### src/rtl/wb_demux_regfile_16bit.sv
// Register file with one write-back port and two combinational read ports.
// Register 0 is hard-wired to zero; reads bypass a same-cycle write to the same index.
module wb_demux_regfile_16bit #(
    parameter int unsigned DATA_W = 16,
    parameter int unsigned NREG   = 8
) (
    input  logic              clk,
    input  logic              rst,
    input  logic              we,
    input  logic [2:0]        wr_addr,
    input  logic [DATA_W-1:0] wr_data,
    input  logic [2:0]        rd_addr_a,
    input  logic [2:0]        rd_addr_b,
    output logic [DATA_W-1:0] rd_data_a,
    output logic [DATA_W-1:0] rd_data_b,
    output logic [NREG-1:0]   wr_sel,
    output logic [NREG-1:0]   reg_valid,
    output logic [7:0]        wr_count
);

    logic [DATA_W-1:0] regs_q [NREG];
    logic [DATA_W-1:0] regs_d [NREG];
    logic [NREG-1:0]   wr_sel_q, wr_sel_d;
    logic [NREG-1:0]   reg_valid_q, reg_valid_d;
    logic [7:0]        wr_count_q, wr_count_d;
    logic [NREG-1:0]   wr_dec;
    logic              wr_acc;

    // A write is accepted only outside reset and never to the zero register.
    always_comb begin
        wr_acc = we && (wr_addr != 3'd0) && !rst;
        wr_dec = '0;
        wr_dec[wr_addr] = 1'b1;

        for (int i = 0; i < NREG; i++) begin
            regs_d[i] = (wr_acc && wr_dec[i]) ? wr_data : regs_q[i];
        end
        regs_d[0] = '0;

        wr_sel_d    = wr_acc ? wr_dec : wr_sel_q;
        reg_valid_d = wr_acc ? (reg_valid_q | wr_dec) : reg_valid_q;
        reg_valid_d[0] = 1'b1;
        wr_count_d  = wr_acc ? wr_count_q + 8'd1 : wr_count_q;
    end

    always_comb begin
        rd_data_a = '0;
        rd_data_b = '0;
        if (!rst) begin
            rd_data_a = (wr_acc && rd_addr_a == wr_addr) ? wr_data : regs_q[rd_addr_a];
            rd_data_b = (wr_acc && rd_addr_b == wr_addr) ? wr_data : regs_q[rd_addr_b];
        end
    end

    always_ff @(posedge clk or posedge rst) begin
        if (rst) begin
            for (int i = 0; i < NREG; i++) begin
                regs_q[i] <= '0;
            end
            wr_sel_q    <= '0;
            reg_valid_q <= {{(NREG-1){1'b0}}, 1'b1};
            wr_count_q  <= 8'd0;
        end else begin
            for (int i = 0; i < NREG; i++) begin
                regs_q[i] <= regs_d[i];
            end
            wr_sel_q    <= wr_sel_d;
            reg_valid_q <= reg_valid_d;
            wr_count_q  <= wr_count_d;
        end
    end

    assign wr_sel    = wr_sel_q;
    assign reg_valid = reg_valid_q;
    assign wr_count  = wr_count_q;

endmodule

### config.mk
export PLATFORM = sky130hd
export DESIGN_NAME = wb_demux_regfile_16bit
export DESIGN_NICKNAME = d
export VERILOG_FILES = /design/src/rtl/wb_demux_regfile_16bit.sv
export SDC_FILE = /design/constraint.sdc
export NUM_CORES = 1
export LEC_CHECK = 0
export CAP_MARGIN = 30
export CORE_MARGIN = 3
export CORE_UTILIZATION = 55
export DETAILED_ROUTE_END_ITERATION = 8
export PLACE_DENSITY_LB_ADDON = 0.25
export SLEW_MARGIN = 20
export SYNTH_ARGS = -nofsm -noshare
export SYNTH_HDL_FRONTEND = slang
export SYNTH_SLANG_ARGS = --single-unit
export TNS_END_PERCENT = 50
### constraint.sdc
create_clock -name clk -period 15.5 [get_ports clk]
set_input_delay 3.1 -clock clk [delete_from_list [all_inputs] [get_ports clk]]
set_output_delay 3.1 -clock clk [all_outputs]
set_load 0.01 [all_outputs]
==> metrics.txt <==
run status complete, no violations; Detailed Routing Iterations Pass 1 5; Final HPWL DP between 10000 and 15000 um; final number of setup-violating endpoints 0; max cap viols 0; first-pass GRT wire length around 32000 um; io pins 84; number of vias per cell between 6 and 7; unrepaired setup endpoints after global routing false; setup tns final 0 ns; synth unique cells 45; final WL 20100 um; Layout area overhead 18.6%; final max-slew violation count 0; Placed Area 0.00827 mm2; Die W 122 um; Syn. warnings 0; Power per Cell Area approximately 130 mW/mm2; Worst Path Required approximately 12 ns; normalized max-slew margin 31.1%; crit-path cells buf_2 -> buf_4 -> xnor2_1 -> nand3_1 -> or2_1 -> a211oi_1 -> clkdlybuf4s50_1; H-tree depth 4; fin util about two thirds; Post-Syn Area per Cell around 12 um2; via count ~5.6k; HP Class register to register; Nets between 600 and 700; layout cells sized above 1 a little under a third; most common cell after layout, fill and taps aside dfrtp_1; Synth Register Bits around 140; CTS Buf Count 17; latest clock arrival within the worst-skew pair approximately 0.4 ns; WHS approximately 0.47 ns; final instance area about 0.009 mm2; # port buffers between 80 and 90; Fmax between 100 and 150 MHz; CP Max Fanout 49; CTS resizes 0; crit path time final around 9.6 ns; Crit. End Element output port; maximum clock insertion buffer count 2; Sink Count about 140; row cnt ~40; crit path DAT about 6.5 ns; number of synthesized flops with an enable pin 0; CTS tree built; Post-CTS Hold Fix Bufs 0; # DRC 0; critical path launch point type input port; Core Box Area 0.0129 mm2; syn_nets around 630; postcts setup bufs 0; kind of critical path input port to output port; antenna violations before repair 0; post-synthesis sequential area ratio 45.3%; largest net degree at the start of global routing 83; Final ANT Viol Nets 0; clk slew on worst S/H paths 0.05 ns; GRT Total Usage approximately 28%; final hold vios 0; Initial Util between 50 and 60%; Synth Flop Type dfrtp_1; diode count 0; CP max stage delay around 0.8 ns; Die ar. approximately 0.015 mm2; clock root cell clkbuf_16; post-synthesis cell area ~0.0075 mm2; WL/cell 23.8 um; Critical-path top delay cell or2_1; FFs w/ async S/R, synth between 90% and 100%; Tcrit/Tclk final between 60% and 70%; iteration-0 DRC count of the detailed router between 500 and 600; GRT overflow 0; Clock Skew approximately 0.0007 ns; most frequent cells in the layout dfrtp_1 (135), mux2_2 (134), clkdlybuf4s50_1 (80), mux2i_1 (59), a221oi_1 (29); vias in the first global route 5838; gp weighted congestion between 0.8 and 0.9; worst slew pin tran between 1 and 1.5 ns; Mapped Cells 598; Die Ht between 100 and 150 um; maximum vdd ir drop a little under 80 uV; cell leakage power around 3.7 nW
==> path summary, 6_finish.rpt <==
check	start	end	slack, ns	cells past startpoint
max	rd_addr_b[2]	rd_data_b[4]	5.94	7
min	wr_count[7]$_DFFE_PP0P_	wr_count[7]$_DFFE_PP0P_	0.47	1
max reg2reg	wr_count[2]$_DFFE_PP0P_	wr_count[5]$_DFFE_PP0P_	14.23	4
min reg2reg	wr_count[7]$_DFFE_PP0P_	wr_count[7]$_DFFE_PP0P_	0.47	1
max in group asynchronous	rst	regs_q[0]$_DFFE_PP0P_	10.77	4
min in group asynchronous	rst	regs_q[60]$_DFFE_PP0P_	3.36	3
==> sequential cells by signal (all words and copies together) (netlist names) <==
signal and count:
regs_q 112, wr_count 8, wr_sel 8, reg_valid 7
==> cell usage after synthesis (all sizes together), types with 6 or more instances <==
cell type    n  area share (%)
clkbuf      14            0.71
o22ai       14             1.2
nand2b       7            0.69
a221o       15             2.0
nor3        17             1.3
mux2i       59             7.9
xnor2       12             1.4
or2          6            0.50
a211oi      15             1.5
nor2         6            0.34
a221oi      29             3.4
buf         39             3.7
nand2       12            0.64
a21oi       21             1.4
dfrtp      135              45
o31ai       18             1.8
mux2       143              22
==> power by group <==
| group | switching (mW) | internal (mW) | total [mW] | leakage [nW] |
|---|---|---|---|---|
| registers | 0.0644 | 0.433 | 0.497 | 1.66 |
| logic | 0.118 | 0.166 | 0.284 | 1.83 |
| clock network | 0.141 | 0.231 | 0.372 | 0.264 |
==> metrics by stage <==
| stage | setup WS [ns] | cells | power [mW] |
|---|---|---|---|
| 2_1_floorplan | 4.25 | 598 | 0.676 |
| 3_5_place_dp | 5.96 | 812 | 0.781 |
| 5_1_grt | 5.78 | 844 | 1.21 |
| 6_report | 5.94 | 844 | 1.15 |
| 3_3_place_gp | 6.01 | 811 | 0.765 |
| 4_1_cts | 5.96 | 842 | 1.15 |
==> critical path: cells and delay by family <==
kind                      cells  cell delay [ns]
and+or+nand+nor               2             1.42
xor gates and xnor gates      1             0.19
buffers and inverters         3             1.30
AOI/OAI and AO/OA             1             0.41
==> cell families (layout without fill, tap and decap cells) <==
family	count (synthesis)	in the layout	synth area share [%]
AOI/OAI and AO/OA	120	120	12.1
muxes	205	205	30.8
buffers and inverters	54	128	4.50
adders and majority gates	1	1	0.168
xor gates and xnor gates	13	13	1.53
other	1	1	0.0503
and+or+nand+nor	69	69	5.42
DFF	135	135	45.3
==> per-layer routing <==
layer,global-route usage (%),wire length (um),up-vias,part of all wire [%]
met1,36.7,8500,2875,42
met2,43.3,9370,274,47
met3,6.27,1670,53,8.3
met4,13.5,535,0,2.7
met5,0,0,-,0
li1,-,-,2418,-
==> layout make-up <==
type / count / area, um2
clock buffer: 26 / 489
tap: 172 / 215
clock inverter: 4 / 45.0
sequential: 135 / 3380
timing repair buffer: 97 / 945
fill: 964 / 4090
inverter: 1 / 8.76
multi-input combinational: 409 / 3760
Note: power is estimated with default switching activity, not from simulation.
